--- config.mk ---
export PLATFORM = sky130hd
export DESIGN_NAME = mult_seq_ctrl
export DESIGN_NICKNAME = d
export VERILOG_FILES = /design/src/rtl/mult_pkg.sv /design/src/rtl/mult_iter_cnt.sv /design/src/rtl/mult_seq_ctrl.sv
export SDC_FILE = /design/constraint.sdc
export NUM_CORES = 1
export LEC_CHECK = 0
export BUFFER_PORTS_ARGS = -buffer_cell sky130_fd_sc_hd__buf_4
export CAP_MARGIN = 20
export CORE_AREA = 2 2 39 41
export DETAILED_ROUTE_END_ITERATION = 12
export DIE_AREA = 0 0 41 43
export SLEW_MARGIN = 20
export SYNTH_ARGS = -nofsm -noshare
export SYNTH_HDL_FRONTEND = slang
export SYNTH_SLANG_ARGS = --single-unit
--- constraint.sdc ---
create_clock -name clk -period 4.1 [get_ports clk]
set_input_delay 0.205 -clock clk [delete_from_list [all_inputs] [get_ports clk]]
set_output_delay 0.205 -clock clk [all_outputs]
set_load 0.01 [all_outputs]
--- src/rtl/mult_pkg.sv ---
// Shared types and defaults for the sequential shift-add multiplier.
// Imported by the controller and its iteration counter.
package mult_pkg;

    typedef enum logic [1:0] {
        IDLE = 2'd0,
        LOAD = 2'd1,
        RUN  = 2'd2,
        DONE = 2'd3
    } state_t;

    localparam int DEF_WIDTH = 32;
    localparam int DEF_CNT_W = 6;
    localparam int LAST_ITER = DEF_WIDTH - 1;

    function automatic int last_iter(input int width);
        return width - 1;
    endfunction

endpackage

--- src/rtl/mult_iter_cnt.sv ---
// Clearable, enabled up-counter with a terminal-count flag.
// Clear has priority over enable.
module mult_iter_cnt
    import mult_pkg::*;
#(
    parameter int CNT_W = DEF_CNT_W,
    parameter int LAST  = LAST_ITER
) (
    input  logic             clk,
    input  logic             rst,
    input  logic             clr,
    input  logic             en,
    output logic [CNT_W-1:0] cnt,
    output logic             tc
);

    always_ff @(posedge clk) begin
        if (rst || clr) begin
            cnt <= '0;
        end else if (en) begin
            cnt <= cnt + 1'b1;
        end
    end

    assign tc = (cnt == CNT_W'(LAST));

endmodule

--- src/rtl/mult_seq_ctrl.sv ---
// Sequencing FSM for the unsigned shift-add multiplier datapath.
// Loads operands, runs WIDTH add/shift steps, pulses rdy with the product.
module mult_seq_ctrl
    import mult_pkg::*;
#(
    parameter int WIDTH = DEF_WIDTH,
    parameter int CNT_W = DEF_CNT_W
) (
    input  logic             clk,
    input  logic             rst,
    input  logic             req_valid,
    output logic             req_ready,
    output logic             ld_mcand,
    output logic             alu_zero,
    output logic             w_ctrl_Product,
    output logic             adding_ctrl,
    input  logic             lsb,
    output logic             busy,
    output logic             rdy,
    output logic [CNT_W-1:0] iter_cnt
);

    localparam int LAST = last_iter(WIDTH);

    state_t state;
    logic   in_run;
    logic   in_load;
    logic   cnt_tc;
    logic   cnt_clr;

    assign in_run  = (state == RUN);
    assign in_load = (state == LOAD);

    // Mealy handshake: the requester sees ready and the operand load in the same cycle
    assign req_ready   = !rst && ((state == IDLE) || (state == DONE));
    assign ld_mcand    = req_ready && req_valid;
    assign adding_ctrl = !rst && in_run && lsb;

    assign busy           = in_load || in_run;
    assign rdy            = (state == DONE);
    assign alu_zero       = in_load;
    assign w_ctrl_Product = !in_load;

    assign cnt_clr = in_load || (in_run && cnt_tc);

    mult_iter_cnt #(
        .CNT_W (CNT_W),
        .LAST  (LAST)
    ) u_cnt (
        .clk (clk),
        .rst (rst),
        .clr (cnt_clr),
        .en  (in_run),
        .cnt (iter_cnt),
        .tc  (cnt_tc)
    );

    always_ff @(posedge clk) begin
        if (rst) begin
            state <= IDLE;
        end else begin
            unique case (state)
                IDLE: if (req_valid) state <= LOAD;
                LOAD: state <= RUN;
                RUN:  if (cnt_tc) state <= DONE;
                DONE: state <= req_valid ? LOAD : IDLE;
            endcase
        end
    end

    a_rdy_busy_excl: assert property (
        @(posedge clk) disable iff (rst) !(rdy && busy));

    a_rdy_single: assert property (
        @(posedge clk) disable iff (rst) rdy |=> !rdy);

    a_load_only: assert property (
        @(posedge clk) disable iff (rst) !w_ctrl_Product |-> alu_zero);

endmodule

==> reports/results.md <==
### Outcome
• **outcome** finished clean

### Global routing
• **first-pass GRT wire length** 1440 um
• **vias in the first global route** 349
• **initial antenna violation count** 0
• **total global-route track usage** 12.2%
• **largest net degree at the start of global routing** 9
• **remaining global-route overflow** 0

### Setup path
• **stages on the worst setup path** 5
• **critical path cell sequence** inv_1 > ha_1 > nor2_1 > and2_1 > buf_4
• **Buffers & Inverters on Critical Path** 2
• **Worst path top cell family by delay** flip-flops
• **CP required** 3890 ps
• **CP Class** flop to output port
• **kind of end point of the critical path** output port
• **logic depth of the worst register-to-register path** 5
• **critical path startpoint category** flop
• **worst-path fanout max** 5
• **crit path max-delay cell type** sky130_fd_sc_hd__dfxtp_1
• **endpoint arrival time on the critical path** 1460 ps
• **delay of the slowest cell on the worst path** 380 ps

### Min path
• **cell depth of the worst hold path** 2
• **worst hold path type** primary input to flop

### CTS
• **post-cts repair resize count** 0
• **maximum count of clock buffers along a single path** 2
• **clock buffers created by TritonCTS** 3
• **clock tree from TritonCTS** yes
• **later-pin clock latency in the skew report** 250 ps
• **root buffer selected by CTS** sky130_fd_sc_hd__clkbuf_4
• **clock transition at the register clock pins on the worst setup and hold paths after CTS** 50 ps
• **Post-CTS Hold Fix Bufs** 0
• **post-CTS repair timing setup buffer count** 0
• **Num Clock Sinks** 8
• **H-tree level count** 1

### Placed design
• **Post-DP Area** 597 um^2
• **global placement routability congestion** 0.648
• **number of buffer cells added on primary ports** 16
• **half-perimeter wire length of the detailed placement result** 732 um

### Synth
• **number of synthesized flops with an enable pin** 0
• **most area-consuming cells after synthesis** sky130_fd_sc_hd__dfxtp_1, sky130_fd_sc_hd__ha_1, sky130_fd_sc_hd__xor2_1
• **Post-Syn Area per Cell** 9.23 um^2
• **post-synthesis cell count** 50
• **async set-or-reset flop fraction in the synthesized netlist** 0%
• **flop and latch count out of synthesis** 8
• **syn nets** 60
• **simple-gate share of the synthesized area** 22.5%
• **distinct cell type count after synthesis** 24
• **summed instance area of the synthesized netlist** 462 um^2
• **combinational family with the most area after synthesis** simple AND/OR/NAND/NOR gates
• **proportion of netlist area held by the largest area contributor** 34.7%
• **largest area contributor in the synthesized netlist** sky130_fd_sc_hd__dfxtp_1
• **number of warnings issued by yosys** 0
• **xor and xnor fraction of the mapped netlist area** 7.59%
• **sequential area share after synthesis** 34.7%
• **Synth Area in Adders** 16.3%
• **multiplexer fraction of the synthesized cell area** 2.17%
• **ys flop type** sky130_fd_sc_hd__dfxtp_1
• **post-synthesis compound-gate area fraction** 13.3%

### STA
• **transition time at the pin with the least slew margin** 278 ps
• **final critical-path required period** 1670 ps
• **number of pins exceeding their max-slew limit in the final report** 0
• **endpoints failing setup** 0
• **worst-case clock skew** 0.197 ps
• **share of the clock period used by the worst path** 40.6%
• **Slew HR** 81.5%
• **maximum achievable frequency** 0.600 GHz
• **final number of hold-violating endpoints** 0
• **unrepaired setup endpoints after global routing** no
• **Total Negative Setup Slacks** 0 ps

### Cells and area
• **post-layout net count** 80
• **Final Cell Area** 619 um^2
• **fraction of final layout cells sized beyond drive strength 1** 30.9%
• **Area Growth Syn to Fin** 34.1%
• **final antenna diode count** 0
• **count of fill cells added during filler insertion** 142

### Power and ir drop
• **fraction of power spent switching nets** 38.6%
• **Leak Pwr** 0.281 nW
• **ratio of total power to cell area** 565 nW/um^2
• **internal power** 0.000215 W
• **switching component of the power** 0.000135 W
• **share of power burned in the clock network** 17.1%
• **maximum VDD drop** 0.000366 V
• **sequential cell fraction of total power** 30.2%
• **combinational group share of total power** 52.7%

### Routing
• **number of nets with antenna violations after detailed routing** 0
• **sum of routed wire length over all layers** 959 um
• **average wire per standard cell** 11.4 um
• **Detailed Routing Iterations Pass 1** 4
• **total via count after detailed routing** 421
• **DRC violation total after the first TritonRoute iteration** 15
• **vias per cell** 5.01
• **number of DRC violations after detailed routing** 0

### Floorplan
• **number of rows in the core area** 14
• **vertical die dimension** 43 um
• **overall die area** 1760 um^2
• **initial core utilization** 33.4%
• **placeable core region** 1380 um^2
• **die extent in x** 41 um
• **number of top-level pins** 17

### Job
• **maximum capacitance violations** 0

-- registers in the layout, indices dropped and copies added, names as in the netlist --
signal,count
state,2
u_cnt.cnt,6
-- worst reg2reg max path, cell delays in order, from the launching register on --
cell                      delay (ps)
sky130_fd_sc_hd__dfxtp_1         340
sky130_fd_sc_hd__inv_1           120
sky130_fd_sc_hd__ha_1            330
sky130_fd_sc_hd__nand4_1         200
sky130_fd_sc_hd__or3_1           360
sky130_fd_sc_hd__a21oi_2         130
-- worst paths after layout --
kind	start	endpoint	slack [ps]
setup / recovery	state[0]$_SDFFE_PP0P_	ld_mcand	2430
hold reg to reg	u_cnt.cnt[5]$_SDFFE_PP0P_	u_cnt.cnt[5]$_SDFFE_PP0P_	520
setup reg to reg	state[0]$_SDFFE_PP0P_	u_cnt.cnt[5]$_SDFFE_PP0P_	2560
hold / removal	rst	state[1]$_SDFFE_PP0P_	170
-- cell usage in the layout, fill, tap and decap left out --
| cell | n |
|---|---|
| sky130_fd_sc_hd__a21oi_2 | 1 |
| sky130_fd_sc_hd__inv_1 | 3 |
| sky130_fd_sc_hd__mux2i_1 | 1 |
| sky130_fd_sc_hd__dfxtp_1 | 8 |
| sky130_fd_sc_hd__a311oi_1 | 1 |
| sky130_fd_sc_hd__nand4_1 | 2 |
| sky130_fd_sc_hd__a21bo_1 | 1 |
| sky130_fd_sc_hd__a21oi_1 | 1 |
| sky130_fd_sc_hd__and2_1 | 1 |
| sky130_fd_sc_hd__nand2_1 | 2 |
| sky130_fd_sc_hd__nor2_1 | 4 |
| sky130_fd_sc_hd__a211oi_1 | 1 |
| sky130_fd_sc_hd__xnor2_1 | 1 |
| sky130_fd_sc_hd__clkbuf_4 | 3 |
| sky130_fd_sc_hd__a311o_2 | 1 |
| sky130_fd_sc_hd__nand3_1 | 3 |
| sky130_fd_sc_hd__buf_4 | 16 |
| sky130_fd_sc_hd__and4b_1 | 1 |
| sky130_fd_sc_hd__nand2b_1 | 2 |
| sky130_fd_sc_hd__xor2_1 | 3 |
| sky130_fd_sc_hd__or3_1 | 1 |
| sky130_fd_sc_hd__and3b_1 | 1 |
| sky130_fd_sc_hd__ha_1 | 6 |
| sky130_fd_sc_hd__nor3_1 | 2 |
| sky130_fd_sc_hd__o21ai_0 | 2 |
-- kinds of logic after synthesis --
kind of cell             count (synthesis)
AO/OA/AOI/OAI                            8
XOR/XNOR                                 4
adder cells (fa/ha/maj)                  6
buffers and inverters                    4
flip-flops                               8
multiplexers                             1
AND/OR/NAND/NOR                         19
-- area by class of cell --
class / count / area, um^2 / share of cell area, %
Sequential cell: 8 / 160 / 25.9
Timing Repair Buffer: 16 / 120 / 19.4
Inverter: 3 / 11.3 / 1.82
Multi-Input combinational cell: 38 / 285 / 46.1
Tap cell: 16 / 20.0 / 3.23
Clock buffer: 3 / 22.5 / 3.64
-- metal layers --
layer,share of wire (%),global-route usage (%),up-vias
met3,8.3,3.14,2
met4,0.42,8.00,0
li1,-,-,219
met2,46,18.1,17
met5,0,0,-
met1,45,14.6,183
-- per-stage QoR --
step | utilization (%) | setup slack (ps) | total power [W] | hold slack, ps | cells
2_1_floorplan | - | 2660 | 0.000222 | 274 | 50
3_3_place_gp | 43.1 | 2610 | 0.000291 | 433 | 81
5_1_grt | 44.8 | 2330 | 0.000380 | 169 | 84
3_5_place_dp | 43.1 | 2560 | 0.000294 | 435 | 81
4_1_cts | 44.8 | 2420 | 0.000355 | 169 | 84
6_report | 44.8 | 2430 | 0.000350 | 171 | 84
-- Yosys cell counts (2+ instances only) --
| library cell | instances |
|---|---|
| sky130_fd_sc_hd__ha_1 | 6 |
| sky130_fd_sc_hd__nor2_1 | 4 |
| sky130_fd_sc_hd__nand3_1 | 3 |
| sky130_fd_sc_hd__nor3_1 | 2 |
| sky130_fd_sc_hd__nand2_1 | 2 |
| sky130_fd_sc_hd__nand2b_1 | 2 |
| sky130_fd_sc_hd__dfxtp_1 | 8 |
| sky130_fd_sc_hd__o21ai_0 | 2 |
| sky130_fd_sc_hd__inv_1 | 3 |
| sky130_fd_sc_hd__xor2_1 | 3 |
| sky130_fd_sc_hd__nand4_1 | 2 |
-- power by group through the flow --
stage          clock network [W]  registers, W  logic, W
6_report               0.0000600      0.000106  0.000184
5_1_grt                0.0000648      0.000108  0.000208
4_1_cts                0.0000622      0.000106  0.000187
3_5_place_dp                   0      0.000108  0.000187
3_3_place_gp                   0      0.000107  0.000184
2_1_floorplan                  0      0.000106  0.000117
No activity file was read; power rests on OpenSTA's default activity.
